`src/rtl/pio_sm_fifo.sv`:
```
// pio_sm_fifo: TX/RX word FIFO pair between the PIO bus registers and one state machine.
//   Parameters: DEPTH words per direction when unjoined; LVLW level width (2^LVLW > 2*DEPTH).
//   clk, reset            : clock, synchronous active-high reset
//   in_joinTX, in_joinRX  : join storage into one 2*DEPTH FIFO (TX wins if both set)
//   in_flush              : empty both FIFOs
//   in_clearFlags         : clear sticky error flags
//   in_busTXWrite/Data    : bus push into TX
//   in_busRXRead          : bus pop from RX; out_busRXData is the RX head
//   in_TXFifoDataAck      : SM pop from TX; out_dataTXFifo is the TX head
//   in_RXFifoDataValid/in_dataRXFifo : SM push into RX
//   out_*Empty/Full/Level : occupancy status
//   out_TXOverflow, out_RXUnderflow, out_TXStall, out_RXStall : sticky rejection flags
module pio_sm_fifo #(
    parameter int DEPTH = 4,
    parameter int LVLW  = 4
) (
    input  logic            clk,
    input  logic            reset,
    input  logic            in_joinTX,
    input  logic            in_joinRX,
    input  logic            in_flush,
    input  logic            in_clearFlags,
    input  logic            in_busTXWrite,
    input  logic [31:0]     in_busTXData,
    input  logic            in_busRXRead,
    output logic [31:0]     out_busRXData,
    input  logic            in_TXFifoDataAck,
    output logic [31:0]     out_dataTXFifo,
    output logic            out_TXFifoEmpty,
    output logic            out_TXFifoFull,
    input  logic            in_RXFifoDataValid,
    input  logic [31:0]     in_dataRXFifo,
    output logic            out_RXFifoFull,
    output logic            out_RXFifoEmpty,
    output logic [LVLW-1:0] out_TXLevel,
    output logic [LVLW-1:0] out_RXLevel,
    output logic            out_TXOverflow,
    output logic            out_RXUnderflow,
    output logic            out_TXStall,
    output logic            out_RXStall
);
    localparam int AW = $clog2(2 * DEPTH);
    localparam logic [LVLW-1:0] CAP_FULL = LVLW'(2 * DEPTH);
    localparam logic [LVLW-1:0] CAP_HALF = LVLW'(DEPTH);

    logic [31:0]     mem_q [2*DEPTH];
    logic [1:0]      join_q, join_d;
    logic [AW-1:0]   tx_rd_q, tx_rd_d, tx_wr_q, tx_wr_d;
    logic [AW-1:0]   rx_rd_q, rx_rd_d, rx_wr_q, rx_wr_d;
    logic [LVLW-1:0] tx_lvl_q, tx_lvl_d, rx_lvl_q, rx_lvl_d;
    logic [3:0]      flags_q, flags_d;

    logic [LVLW-1:0] tx_cap, rx_cap;
    logic [AW-1:0]   rx_base;
    logic            flush, tx_empty, tx_full, rx_empty, rx_full;
    logic            tx_push_ok, tx_pop_ok, rx_push_ok, rx_pop_ok;
    logic            tx_we, rx_we;
    logic [3:0]      flags_set;

    // Advance a pointer, wrapping at the current capacity of its FIFO.
    function automatic logic [AW-1:0] nxt(input logic [AW-1:0] p, input logic [LVLW-1:0] cap);
        return (LVLW'(p) + LVLW'(1) == cap) ? '0 : p + AW'(1);
    endfunction

    always_comb begin
        join_d     = {in_joinTX, in_joinRX};
        flush      = in_flush || (join_d != join_q);
        // Capacity follows the registered join mode; a mode change flushes in the same cycle.
        tx_cap     = join_q[1] ? CAP_FULL : join_q[0] ? '0 : CAP_HALF;
        rx_cap     = join_q[1] ? '0 : join_q[0] ? CAP_FULL : CAP_HALF;
        rx_base    = (join_q == 2'b01) ? '0 : AW'(DEPTH);
        // A zero-capacity FIFO reads as both empty and full, so it rejects everything.
        tx_empty   = tx_lvl_q == '0;
        tx_full    = tx_lvl_q == tx_cap;
        rx_empty   = rx_lvl_q == '0;
        rx_full    = rx_lvl_q == rx_cap;
        tx_pop_ok  = in_TXFifoDataAck && !tx_empty;
        tx_push_ok = in_busTXWrite && (!tx_full || tx_pop_ok);
        rx_pop_ok  = in_busRXRead && !rx_empty;
        rx_push_ok = in_RXFifoDataValid && (!rx_full || rx_pop_ok);
        tx_we      = tx_push_ok && !flush;
        rx_we      = rx_push_ok && !flush;
        tx_rd_d    = flush ? '0 : tx_pop_ok ? nxt(tx_rd_q, tx_cap) : tx_rd_q;
        tx_wr_d    = flush ? '0 : tx_push_ok ? nxt(tx_wr_q, tx_cap) : tx_wr_q;
        rx_rd_d    = flush ? '0 : rx_pop_ok ? nxt(rx_rd_q, rx_cap) : rx_rd_q;
        rx_wr_d    = flush ? '0 : rx_push_ok ? nxt(rx_wr_q, rx_cap) : rx_wr_q;
        tx_lvl_d   = flush ? '0 : tx_lvl_q + LVLW'(tx_push_ok) - LVLW'(tx_pop_ok);
        rx_lvl_d   = flush ? '0 : rx_lvl_q + LVLW'(rx_push_ok) - LVLW'(rx_pop_ok);
        flags_set  = {in_busTXWrite && !tx_push_ok, in_busRXRead && !rx_pop_ok,
                      in_TXFifoDataAck && !tx_pop_ok, in_RXFifoDataValid && !rx_push_ok};
        // Setting beats clearing in the same cycle.
        flags_d    = flags_set | (in_clearFlags ? 4'b0 : flags_q);
    end

    always_ff @(posedge clk) begin
        if (reset) begin
            join_q   <= '0;
            tx_rd_q  <= '0;
            tx_wr_q  <= '0;
            rx_rd_q  <= '0;
            rx_wr_q  <= '0;
            tx_lvl_q <= '0;
            rx_lvl_q <= '0;
            flags_q  <= '0;
        end else begin
            join_q   <= join_d;
            tx_rd_q  <= tx_rd_d;
            tx_wr_q  <= tx_wr_d;
            rx_rd_q  <= rx_rd_d;
            rx_wr_q  <= rx_wr_d;
            tx_lvl_q <= tx_lvl_d;
            rx_lvl_q <= rx_lvl_d;
            flags_q  <= flags_d;
        end
    end

    // Storage is never cleared; emptiness masks stale words on the outputs.
    always_ff @(posedge clk) begin
        if (!reset && tx_we) mem_q[tx_wr_q] <= in_busTXData;
        if (!reset && rx_we) mem_q[rx_base + rx_wr_q] <= in_dataRXFifo;
    end

    assign out_dataTXFifo  = tx_empty ? 32'h0 : mem_q[tx_rd_q];
    assign out_busRXData   = rx_empty ? 32'h0 : mem_q[rx_base + rx_rd_q];
    assign out_TXFifoEmpty = tx_empty;
    assign out_TXFifoFull  = tx_full;
    assign out_RXFifoEmpty = rx_empty;
    assign out_RXFifoFull  = rx_full;
    assign out_TXLevel     = tx_lvl_q;
    assign out_RXLevel     = rx_lvl_q;
    assign {out_TXOverflow, out_RXUnderflow, out_TXStall, out_RXStall} = flags_q;
endmodule

```
`config.mk`:
```
export PLATFORM = sky130hd
export DESIGN_NAME = pio_sm_fifo
export DESIGN_NICKNAME = d
export VERILOG_FILES = /design/src/rtl/pio_sm_fifo.sv
export SDC_FILE = /design/constraint.sdc
export NUM_CORES = 1
export LEC_CHECK = 0
export BUFFER_PORTS_ARGS = -buffer_cell sky130_fd_sc_hd__clkbuf_2
export CORE_MARGIN = 4
export CORE_UTILIZATION = 32
export DETAILED_ROUTE_END_ITERATION = 16
export RECOVER_POWER = 25
export SLEW_MARGIN = 20
export SYNTH_ARGS = -nofsm -noshare
export SYNTH_HDL_FRONTEND = slang
export SYNTH_SLANG_ARGS = --single-unit
```
`constraint.sdc`:
```
create_clock -name clk -period 16.42 [get_ports clk]
set_input_delay 3.284 -clock clk [delete_from_list [all_inputs] [get_ports clk]]
set_output_delay 3.284 -clock clk [all_outputs]
set_load 0.05 [all_outputs]
```
==> impl_metrics.tcl <==
set metrics [dict create \
    cts_resized 0 \
    grt_pass1_vias 11070 \
    synthSimpleGateAreaFrac_pct 4.904 \
    crit_path_max_fanout 33 \
    grt_use_met2_pct 29.37 \
    cp-end-kind "flip-flop" \
    ant_nets 0 \
    synth-xor-area-share_pct 0.7255 \
    dieArea_mm2 0.05544 \
    met1_usage_pct 21.30 \
    synth_area_mm2 0.01656 \
    core_area_mm2 0.05130 \
    relSlewSlack_pct -98.86 \
    cts_root_buf "clkbuf_16" \
    start_kind "input port" \
    cts_tree "yes" \
    ys_types 60 \
    syn_nets 1157 \
    synth_async_sr_flop_share_pct 0 \
    hold_class "flip-flop to flip-flop" \
    cts.clk_slew.worst_paths_ns 0.06 \
    critical_path_class "input port to flip-flop" \
    arrival_ns 7.65 \
    finalHoldViolations 0 \
    area_delta_synth_final_pct 14.96 \
    ys_ff_latch 285 \
    cts_buffers 34 \
    portBuffers 153 \
    place_hpwl_um 28170 \
    viasPerCell 5.338 \
    drive_gt1_share_pct 48.86 \
    vias 10180 \
    die_w_um 235.5 \
    postSynthCellCount 1068 \
    clk_path_buf_depth 3 \
    worst_ep_required_time_ns 16.60 \
    layout.nets 1295 \
    gp_congestion 0.7442 \
    max_slew.worst_pin.slew_ns 2.983 \
    routed_wl_um 47070 \
    seqPwrFrac_pct 49.8 \
    period_minus_slack_ns 7.475 \
    grt-ovfl-total 0 \
    antenna_found_initial 4 \
    skew_ns 0.01405 \
    clk_latency_ns 0.52 \
    setup_violations 0 \
    synth_fa_ha_area_share_pct 1.224 \
    period_share_pct 45.53 \
    route.detailed.drc 0 \
    clockPowerShare_pct 43.5 \
    postSynthAreaPerCell_um2 15.50 \
    rsz0062_at_grt "false" \
    irDropWorstVdd_v 0.00006169 \
    p_int_w 0.001244 \
    top_usage_layer "met2" \
    p_sw_share_pct 22.11 \
    drt_first_pass_iters 4 \
    postCtsSetupBuffers 0 \
    power.leakage_nw 6.295 \
    finalPower_w 0.001597 \
    start_util_pct 32.27 \
    power_per_cell_area_mw_per_mm2 83.92 \
    yosysWarningCount 0 \
    cap_viol_max_count 4 \
    violations "capacitance limit, slew limit" \
    synthMuxAreaShare_pct 37.81 \
    p_sw_w 0.0003532 \
    track_usage_pct 16.61 \
    grt_max_degree 65 \
    synth_compound_area_share_pct 2.532 \
    fin_cells 1908 \
    synth_edf_count 256 \
    rows 83 \
    post-place-cells 1850 \
    hold_buffers 0 \
    fmax_ghz 0.1338 \
    htree_levels 2 \
    synth_top_family_by_area "multiplexers" \
    grt.met3_usage_pct 3.081 \
    seq_area_frac_synth_pct 49.94 \
    pwr-share-comb_pct 6.7 \
    cts_sinks 285 \
    status "finished, violations left" \
    ios 154 \
    wl_per_cell_um 24.67 \
    tns_ns 0 \
    first_iter_violations 785 \
    ys.flop_type "edfxtp_1" \
    fp.dieH_um 235.5 \
    grt_pass1_wl_um 70760 \
    maxSlewViolCount 135 \
]
==> critical path, stage by stage <==
cell	delay [ns]
clkbuf_1	0.30
or4_1	0.89
nor4b_1	0.15
nand2_2	0.11
clkbuf_1	2.11
o41ai_2	0.30
buf_4	0.47
==> cell usage after synthesis (3+ instances only) <==
library cell	number	share of area [%]
a21oi_1	43	1.3
buf_1	16	0.36
buf_12	3	0.36
buf_2	23	0.70
buf_6	5	0.34
clkbuf_1	30	0.68
dfxtp_1	29	3.5
edfxtp_1	256	46
ha_1	13	0.98
inv_1	18	0.41
mux2_1	12	0.82
mux2_2	215	15
mux2_4	30	2.7
mux2i_1	37	2.2
mux4_2	128	17
nand2_1	76	1.7
nand2b_1	4	0.15
nand3_1	3	0.091
nor2_1	52	1.2
nor2b_1	4	0.15
nor3_1	4	0.12
nor3b_1	3	0.14
o21ai_0	5	0.15
xnor2_1	5	0.26
xor2_1	5	0.26
==> registers in the layout, indices dropped and copies added (netlist names), named ones only <==
signal and cells:
tx_wr_q 3, rx_rd_q 3, out_RXLevel 4, out_TXLevel 4
mem_q 256, flags_q 4, join_q 2, tx_rd_q 3
rx_wr_q 3
==> logic make-up (layout without fill, tap and decap cells) <==
kind of cell,count (synthesis),in the layout
simple gates,169,169
other cells,0,2
flops,285,285
buf+inv,96,254
mux,422,422
compound gates,69,69
fa+ha+maj,15,15
xor+xnor,12,12
==> final timing paths <==
path | end | slack, ns | start | cells after the start
worst min-delay path | flags_q[0] | 0.50 | flags_q[0] | 2
worst max register to register | mem_q[2][18] | 11.31 | join_q[0] | 7
worst min register to register | flags_q[0] | 0.50 | flags_q[0] | 2
worst max-delay path | mem_q[2][18] | 8.94 | reset | 7
==> stage by stage <==
stage | area, µm² | utilization (%) | hold WS (ns) | worst slack (ns)
floorplan | 16560 | - | 0.4882 | 8.235
detailed placement | 18100 | 35.28 | 0.4852 | 10.16
finish | 19030 | 37.10 | 0.4963 | 8.945
CTS | 19080 | 37.20 | 0.5009 | 9.666
global route | 19030 | 37.10 | 0.5367 | 8.585
global placement | 18100 | 35.28 | 0.4729 | 10.18
==> layer usage <==
metal,share of wire (%),vias up,wire [µm]
li1,-,4523,-
met5,0.057,-,27
met4,1.7,4,809
met1,42,5335,19820
met2,51,270,23900
met3,5.3,52,2512
==> power by group through the flow <==
| stage | logic [W] | clock network (W) | registers, W |
|---|---|---|---|
| floorplan | 0.0000645 | 0 | 0.000812 |
| global route | 0.000117 | 0.000739 | 0.000796 |
| global placement | 0.000106 | 0 | 0.000811 |
| detailed placement | 0.000108 | 0 | 0.000811 |
| CTS | 0.000109 | 0.000711 | 0.000796 |
| finish | 0.000107 | 0.000694 | 0.000796 |
==> cells in the final DEF (no fill, tap or decap), drive strengths merged, types with 2 or more instances in the layout <==
master,instances
a21o,2
a21oi,43
a22oi,2
a31o,2
a31oi,2
a32oi,2
and2,2
buf,22
clkbuf,206
clkinv,5
dfxtp,29
diode,2
edfxtp,256
fa,2
ha,13
inv,20
mux2,257
mux2i,37
mux4,128
nand2,77
nand2b,4
nand3,5
nand4bb,2
nor2,53
nor2b,4
nor3,4
nor3b,4
nor4,2
nor4b,2
o21ai,5
o31ai,2
o41ai,3
or3,2
or4,4
xnor2,6
xor2,6
==> layout make-up <==
cell class / count / area, µm²
well taps: 680 / 850.8
diodes: 2 / 5.005
clock inverters: 7 / 57.56
repair buffers: 179 / 925.9
clock buffers: 49 / 928.4
flip-flops and latches: 285 / 8279
inverters: 19 / 71.32
fillers: 4860 / 32270
multi-input cells: 687 / 7916
(Power assumes the default switching activity.)
